--- src/rtl/mouse_hit_detect.sv ---
// Registered box test of the cursor position against a rectangular target sprite.
// Define MOUSE_HIT_INPUT_REG_EN to add an input register stage (total latency 2 cycles).
module mouse_hit_detect #(
  parameter int unsigned TARGET_WIDTH  = 64,
  parameter int unsigned TARGET_HEIGHT = 64
) (
  input  logic       clk,
  input  logic       rst,
  input  logic [9:0] mouse_x,
  input  logic [9:0] mouse_y,
  input  logic [9:0] target_x,
  input  logic [9:0] target_y,
  output logic       mouse_on_target
);

  localparam logic [10:0] W_EXT = 11'(TARGET_WIDTH);
  localparam logic [10:0] H_EXT = 11'(TARGET_HEIGHT);

  logic [9:0]  w_mouse_x;
  logic [9:0]  w_mouse_y;
  logic [9:0]  w_target_x;
  logic [9:0]  w_target_y;
  logic [10:0] w_x_end;
  logic [10:0] w_y_end;
  logic        w_hit_x;
  logic        w_hit_y;
  logic        r_hit;

`ifdef MOUSE_HIT_INPUT_REG_EN
  logic [9:0] r_mouse_x;
  logic [9:0] r_mouse_y;
  logic [9:0] r_target_x;
  logic [9:0] r_target_y;

  always_ff @(posedge clk or posedge rst) begin
    if (rst) begin
      r_mouse_x  <= '0;
      r_mouse_y  <= '0;
      r_target_x <= '0;
      r_target_y <= '0;
    end else begin
      r_mouse_x  <= mouse_x;
      r_mouse_y  <= mouse_y;
      r_target_x <= target_x;
      r_target_y <= target_y;
    end
  end

  assign w_mouse_x  = r_mouse_x;
  assign w_mouse_y  = r_mouse_y;
  assign w_target_x = r_target_x;
  assign w_target_y = r_target_y;
`else
  assign w_mouse_x  = mouse_x;
  assign w_mouse_y  = mouse_y;
  assign w_target_x = target_x;
  assign w_target_y = target_y;
`endif

  // 11-bit sums: a target running past 1023 simply clips, it never wraps to 0.
  assign w_x_end = {1'b0, w_target_x} + W_EXT;
  assign w_y_end = {1'b0, w_target_y} + H_EXT;

  assign w_hit_x = (w_mouse_x >= w_target_x) && ({1'b0, w_mouse_x} < w_x_end);
  assign w_hit_y = (w_mouse_y >= w_target_y) && ({1'b0, w_mouse_y} < w_y_end);

  always_ff @(posedge clk or posedge rst) begin
    if (rst) begin
      r_hit <= 1'b0;
    end else begin
      r_hit <= w_hit_x && w_hit_y;
    end
  end

  assign mouse_on_target = r_hit;

endmodule

--- config.mk ---
export PLATFORM = sky130hd
export DESIGN_NAME = mouse_hit_detect
export DESIGN_NICKNAME = d
export VERILOG_FILES = /design/src/rtl/mouse_hit_detect.sv
export SDC_FILE = /design/constraint.sdc
export NUM_CORES = 1
export LEC_CHECK = 0
export CAP_MARGIN = 20
export CELL_PAD_IN_SITES_DETAIL_PLACEMENT = 1
export CELL_PAD_IN_SITES_GLOBAL_PLACEMENT = 2
export CORE_ASPECT_RATIO = 0.6
export CORE_MARGIN = 3
export CORE_UTILIZATION = 33
export DETAILED_ROUTE_END_ITERATION = 16
export DONT_BUFFER_PORTS = 1
export PLACE_DENSITY_LB_ADDON = 0.25
export SLEW_MARGIN = 20
export SYNTH_ARGS = -nofsm -noshare
export SYNTH_HDL_FRONTEND = slang
export SYNTH_SLANG_ARGS = --single-unit
export TNS_END_PERCENT = 50
--- constraint.sdc ---
create_clock -name clk -period 0.8 [get_ports clk]
set_input_delay 0.12 -clock clk [delete_from_list [all_inputs] [get_ports clk]]
set_output_delay 0.12 -clock clk [all_outputs]
set_load 0.1 [all_outputs]
# ---- Yosys cells after proc, flatten, opt, wreduce, memory -nomap -nowiden
# Index checks and enable logic that the tools add are counted.
dict set report classes {
  magnitude_cmp 4
  addsub 2
  n_reduce_logical 3
}
# operator count
set op_table {}
lappend op_table {{$add A10 B7 Y11 const B} 2}
lappend op_table {{$lt A10 B11 Y1} 2}
lappend op_table {{$ge A10 B10 Y1} 2}
lappend op_table {{$logic_and A1 B1 Y1} 3}
dict set report word_totals {
  elab_cells 10
  inputBits 42
  regBits 1
  output_inout_bits 1
}

# ---- Logic depth before layout (Yosys ltp)
# Gate-level depths: netlist (run 1).
dict set report logic_depth {
  word_depth 4
  ltp_mapped 8
}

# ---- Worst setup path after synthesis (run 1)
# OpenSTA, ideal clock, no wires.
dict set report synth_path {
  path_type {input port to flip-flop}
  start {in target_x[6]}
  end {reg r_hit, in the netlist mouse_on_target}
  setup_ps 96
  stages 8
  setup_slack_ps -830
  arrival_ps 1534
  path_cell_list {ha_1 > xnor2_1 > ha_1 > nand4_1 > nand3_1 > a221o_1 > a41o_1 > nor4_2}
}
dict set report synth_via {
  elab_chain_cells 4
}
# item line_no
set synth_rtl {}
lappend synth_rtl {{start: declaration} 11} ;# input logic [9:0] target_x,
lappend synth_rtl {{$add A10 B7 Y11} 61} ;# assign w_x_end = {1'b0, w_target_x} + W_EXT;
lappend synth_rtl {{$lt A10 B11 Y1} 64} ;# assign w_hit_x = (w_mouse_x >= w_target_x) && ({1'b0, w_mouse_x} < w_x_end);
lappend synth_rtl {{$logic_and A1 B1 Y1 (*)} 64}
lappend synth_rtl {{$logic_and A1 B1 Y1 (*)} 71} ;# r_hit <= w_hit_x && w_hit_y;
lappend synth_rtl {{end signal: assignment} 71}
lappend synth_rtl {{end: declaration} 27} ;# logic r_hit;
# Every way passes the cells marked *; elsewhere a longest branch is shown, timed or not.

# ---- Final worst setup path (run 1)
# Ends and elaborated chain as after synthesis.

==> results of run 1 <==
==> synthesized netlist by cell type <==
cell,instances
o21ai_1,1
or2_1,1
ha_1,30
a21o_1,4
a211oi_1,2
o21ai_0,1
a32oi_1,1
o31a_1,1
a311oi_1,1
nand2b_1,3
nand2_1,3
a41o_1,1
o21a_1,1
inv_1,25
nor3_1,1
xnor2_1,4
nor2b_1,1
nand3b_1,2
nand4_1,6
o2111ai_1,1
nand3_1,8
dfrtp_1,1
a21oi_1,13
a221o_1,1
nor4_2,1
==> cells by family (layout without fill, tap and decap cells) <==
kind of cell    after synthesis  count (layout)  synth area share [%]
buf+inv                      25              34                  10.9
xor+xnor                      4               4                  4.05
fa+ha+maj                    30              30                  43.4
simple gates                 26              26                  17.7
flops                         1               1                  2.89
compound gates               28              28                  21.1
==> stage by stage <==
step           TNS, ns  area [sq um]
2_1_floorplan   -0.985           867
3_3_place_gp    -0.823           970
3_5_place_dp    -0.874           970
4_1_cts         -0.860          1000
5_1_grt          -1.05          1010
6_report        -0.889          1010
==> power groups by stage <==
stage          registers, mW  logic, mW  clock network, mW
6_report              0.0575      0.564                  0
5_1_grt               0.0577      0.656                  0
4_1_cts               0.0578      0.560                  0
3_5_place_dp          0.0578      0.533                  0
3_3_place_gp          0.0571      0.507                  0
2_1_floorplan         0.0779      0.368                  0
==> layout make-up <==
class / instances / share of cell area (%)
Inverter: 25 / 9.31
Tap cell: 30 / 3.72
Multi-Input combinational cell: 88 / 76.3
Sequential cell: 1 / 2.48
Timing Repair Buffer: 9 / 8.19
==> cell usage in the layout, fill, tap and decap left out, types with 2 or more instances in the layout <==
| cell | instances |
|---|---|
| inv_1 | 25 |
| nand3b_1 | 2 |
| xnor2_1 | 4 |
| ha_1 | 28 |
| nand4_1 | 6 |
| a21o_1 | 4 |
| buf_4 | 7 |
| a211oi_1 | 2 |
| nand2b_1 | 3 |
| a21oi_1 | 12 |
| nand3_1 | 7 |
| nand2_1 | 3 |
==> how the worst min path moves through the flow <==
stage	startpoint	to	slack [ns]	cells after the start
after floorplan	rst	mouse_on_target$_DFF_PP0_	-0.15	1
after global placement	rst	mouse_on_target$_DFF_PP0_	-0.15	1
after detailed placement	rst	mouse_on_target$_DFF_PP0_	-0.15	1
after CTS	rst	mouse_on_target$_DFF_PP0_	0.42	2
after global routing	rst	mouse_on_target$_DFF_PP0_	0.45	2
final	rst	mouse_on_target$_DFF_PP0_	0.42	2
==> repair_timing <==
action,CTS,global route
endpoints found under the hold margin,1,0
hold buffers,1,0
setup buffers,1,0
resized for setup,2,1
pin swaps,2,1
setup endpoints to repair,1,1
==> layer usage <==
metal  global-route usage [%]  part of all wire [%]
met3                    0.881                   4.9
met4                        0                     0
met2                     28.2                    45
met5                        0                     0
met1                     21.5                    50
==> impl_metrics.env, run 1 <==
export IMPL_cap_violations=0
export IMPL_layout_drive_gt1_share_pct=10.6
export IMPL_cp_depth=8
export IMPL_p_comb_share_pct=90.7
export IMPL_clkTransAtPathRegs_ns=0
export IMPL_rsz0062_at_grt="true"
export IMPL_setup_viol=1
export IMPL_wire_per_inst_um=15.8
export IMPL_core_area_sq_um=2330
export IMPL_power_internal_mw=0.331
export IMPL_die_h_um=45.6
export IMPL_fp_dieW_um=72.1
export IMPL_drc=0
export IMPL_first_global_vias=920
export IMPL_synth_fp_nets=186
export IMPL_leakage_nw=0.538
export IMPL_min_period_ns=1.69
export IMPL_hp_class="input port to async pin"
export IMPL_antenna_cells_inserted=0
export IMPL_n_fill_cell=306
export IMPL_yosysWarnings=0
export IMPL_seqCellArea_sq_um=25.0
export IMPL_cp_start_kind="input port"
export IMPL_cp_common_cell="nand3_1"
export IMPL_crit_arrival_ns=1.59
export IMPL_hold_viol=0
export IMPL_powerDensity_nw_per_um2=616
export IMPL_pin_count=43
export IMPL_fin_util_pct=43.4
export IMPL_drv_slew=0
export IMPL_firstDrtPassIters=4
export IMPL_grt_usage_pct=15.5
export IMPL_critPathKind="input port to flop"
export IMPL_grt_ovfl_total=0
export IMPL_path_max_fanout=4
export IMPL_crit_chain="ha_2 -> xnor2_1 -> ha_1 -> nand3_1 -> nand3_1 -> a221o_1 -> a41o_1 -> nor4_2"
export IMPL_netlist_instances=114
export IMPL_final_nets=197
export IMPL_globalplace_congestion=0.727
export IMPL_synth_top_area_share_pct=43.4
export IMPL_initial_utilization_pct=37.2
export IMPL_synth_largest_area_cell="ha_1"
export IMPL_p_clk_share_pct=0
export IMPL_hpwlAfterDp_um=2220
export IMPL_rows=13
export IMPL_total_power_mw=0.622
export IMPL_min_period_over_period_pct=211
export IMPL_place_inst=151
export IMPL_required_ns=0.70
export IMPL_worst_slew_pin_transition_ns=0.313
export IMPL_grt_max_degree=6
export IMPL_peakVddDrop_mv=0.206
export IMPL_via_count=825
export IMPL_ys_seq_area_share_pct=2.89
export IMPL_drt_iter0_drc=11
export IMPL_ys_ff_latch=1
export IMPL_yosys_top_cells_area="ha_1 43%, inv_1 11%, a21oi_1 7.5%"
export IMPL_antenna_found_initial=0
export IMPL_fmax_mhz=592
export IMPL_critPathSlowestCell="a221o_1"
export IMPL_area_growth_syn_to_layout_pct=16.6
export IMPL_p_seq_share_pct=9.3
export IMPL_maxSlewHeadroom_pct=79.0
export IMPL_multi_input_area_sq_um=769
export IMPL_syn_avg_cell_area_sq_um=7.58
export IMPL_final_antenna_net_count=0
export IMPL_switching_share_pct=46.8
export IMPL_largest_reg_flops=1
export IMPL_worst_path_buf_inv=0
export IMPL_pre_cts_ws_ns=-0.874
export IMPL_drt_total_wl_um=2410
export IMPL_timing_hold_ws_ns=0.417
export IMPL_worst_slack_ns=-0.889
export IMPL_status="finished with violations"
export IMPL_stdcell_count=153
export IMPL_grt_first_pass_wirelength_um=4090
export IMPL_violations="negative setup slack"
export IMPL_endpoint_kind="flop"
export IMPL_portBuffers=0
export IMPL_netlist_area_sq_um=865
export IMPL_cp_top_family="compound AO/OA/AOI/OAI gates"
export IMPL_p_switching_mw=0.291
export IMPL_critPathLaunch="target_x[6]"
export IMPL_ys_types=25
export IMPL_routed_via_density=5.39
export IMPL_dieArea_sq_um=3290
export IMPL_cpPeakStageDelay_ns=0.32
export IMPL_endpoint="mouse_on_target$_DFF_PP0_"
(Power assumes the default switching activity.)
==> run 2: changes to the inputs <==
--- a/config.mk
+++ b/config.mk
@@ -10,7 +10,7 @@
 export CELL_PAD_IN_SITES_GLOBAL_PLACEMENT = 2
 export CORE_ASPECT_RATIO = 0.6
 export CORE_MARGIN = 3
-export CORE_UTILIZATION = 33
+export CORE_UTILIZATION = 35
 export DETAILED_ROUTE_END_ITERATION = 16
 export DONT_BUFFER_PORTS = 1
 export PLACE_DENSITY_LB_ADDON = 0.25
==> constraint.sdc (replaced) <==
create_clock -name clk -period 2.1 [get_ports clk]
set_input_delay 0.315 -clock clk [delete_from_list [all_inputs] [get_ports clk]]
set_output_delay 0.315 -clock clk [all_outputs]
set_load 0.1 [all_outputs]
==> run 2 against run 1 <==
Against the previous run:
- the run now ends clean
- hold slack got worse by 0.37 ns
- first-iteration DRC count increased by 27%
- combinational power decreased by 67%
- final area decreased by 9.8%
- sequential power decreased by 63%
- routed wire length decreased by 10%
- die area decreased by 5.1%
- largest power group unchanged
==> impl_metrics.env, run 2 (synthesis gave the netlist of run 1 again) <==
export IMPL_hold_viol=0
export IMPL_cts_repair_resized=0
export IMPL_antenna_cells_inserted=0
export IMPL_largest_reg_flops=1
export IMPL_die_h_um=44.5
export IMPL_leakage_nw=0.497
export IMPL_drc=0
export IMPL_layout_common_cells="30 x ha_1, 25 x inv_1, 13 x a21oi_1, 8 x nand3_1, 6 x nand4_1"
export IMPL_min_period_ns=1.90
export IMPL_cap_violations=0
export IMPL_final_nets=189
export IMPL_required_ns=2.00
export IMPL_peakVddDrop_mv=0.0669
export IMPL_endpoint_kind="flop"
export IMPL_rows=13
export IMPL_globalplace_congestion=0.770
export IMPL_layout_drive_gt1_share_pct=1.74
export IMPL_final_antenna_net_count=0
export IMPL_critPathKind="input port to flop"
export IMPL_fmax_mhz=525
export IMPL_final_common_cell="ha_1"
export IMPL_status="complete, no violations"
export IMPL_grt_max_degree=6
export IMPL_antenna_found_initial=0
export IMPL_setup_viol=0
export IMPL_area_growth_syn_to_layout_pct=5.21
export IMPL_tns_ns=0
export IMPL_pin_count=43
export IMPL_min_period_over_period_pct=90.7
export IMPL_core_area_sq_um=2260
export IMPL_portBuffers=0
export IMPL_first_global_vias=868
export IMPL_routed_via_density=5.48
export IMPL_post_cts_setup_buffers=0
export IMPL_clkTransAtPathRegs_ns=0
export IMPL_firstDrtPassIters=4
export IMPL_crit_arrival_ns=1.81
export IMPL_worst_slew_pin_transition_ns=0.287
export IMPL_cp_start_kind="input port"
export IMPL_grt_usage_pct=14.2
export IMPL_maxSlewHeadroom_pct=80.7
export IMPL_hpwlAfterDp_um=2030
export IMPL_hp_class="input port to async pin"
export IMPL_drt_total_wl_um=2160
export IMPL_rsz0062_at_grt="false"
export IMPL_drv_slew=0
export IMPL_powerDensity_nw_per_um2=230
export IMPL_total_power_mw=0.209
export IMPL_drt_iter0_drc=14
export IMPL_fp_dieW_um=70.2
export IMPL_grt_ovfl_total=0
export IMPL_initial_utilization_pct=38.2
export IMPL_path_max_fanout=4
export IMPL_grt_first_pass_wirelength_um=3720
export IMPL_via_count=795
export IMPL_wire_per_inst_um=14.9
export IMPL_hold_buffers=0
export IMPL_dieArea_sq_um=3120
-- run 2: path summary, 6_finish.rpt --
check,cells after the start,endpoint,from,slack [ns]
worst max-delay path,8,mouse_on_target$_DFF_PP0_,target_x[6],0.20
worst min-delay path,1,mouse_on_target$_DFF_PP0_,rst,0.05
max in group asynchronous,1,mouse_on_target$_DFF_PP0_,rst,1.96
min in group clk,2,mouse_on_target$_DFF_PP0_,target_y[8],0.68
-- run 2: layout make-up --
type,count,area (sq um)
timing repair buffer,1,7.51
fill,293,1350
inverter,25,93.8
sequential,1,25.0
tap,30,37.5
multi-input combinational,88,746
-- run 2: layer usage --
layer / vias to the layer above / track usage (%) / part of all wire, %
met3: 2 / 2.95 / 7.4
met1: 353 / 18.6 / 49
met2: 26 / 25.7 / 43
met5: - / 0 / 0
met4: 0 / 0.763 / 0.46
li1: 414 / - / -
-- run 2: power breakdown --
group          internal, mW  switching (mW)  leakage, nW  total (mW)
Clock                     0               0            0           0
Combinational        0.0860           0.102        0.484       0.188
Sequential           0.0208        0.000246       0.0138      0.0210
Total                 0.107           0.102        0.497       0.209
-- run 2: stage by stage --
| stage | cells | setup slack (ns) | hold WS (ns) | cell area (sq um) | util [%] |
|---|---|---|---|---|---|
| after global placement | 145 | 0.222 | 0.0531 | 910 | 40.2 |
| final | 145 | 0.195 | 0.0468 | 910 | 40.2 |
| after CTS | 145 | 0.190 | 0.0475 | 910 | 40.2 |
| after detailed placement | 145 | 0.197 | 0.0475 | 910 | 40.2 |
| after floorplan | 114 | 0.275 | 0.0437 | 865 | - |
| after global routing | 145 | 0.0951 | 0.0581 | 910 | 40.2 |
-- run 2: worst max-delay path: stages --
cell,delay (ns)
ha_1,0.20
xnor2_1,0.13
ha_1,0.30
nand4_1,0.10
nand3_1,0.07
a221o_1,0.35
a41o_1,0.22
nor4_2,0.12
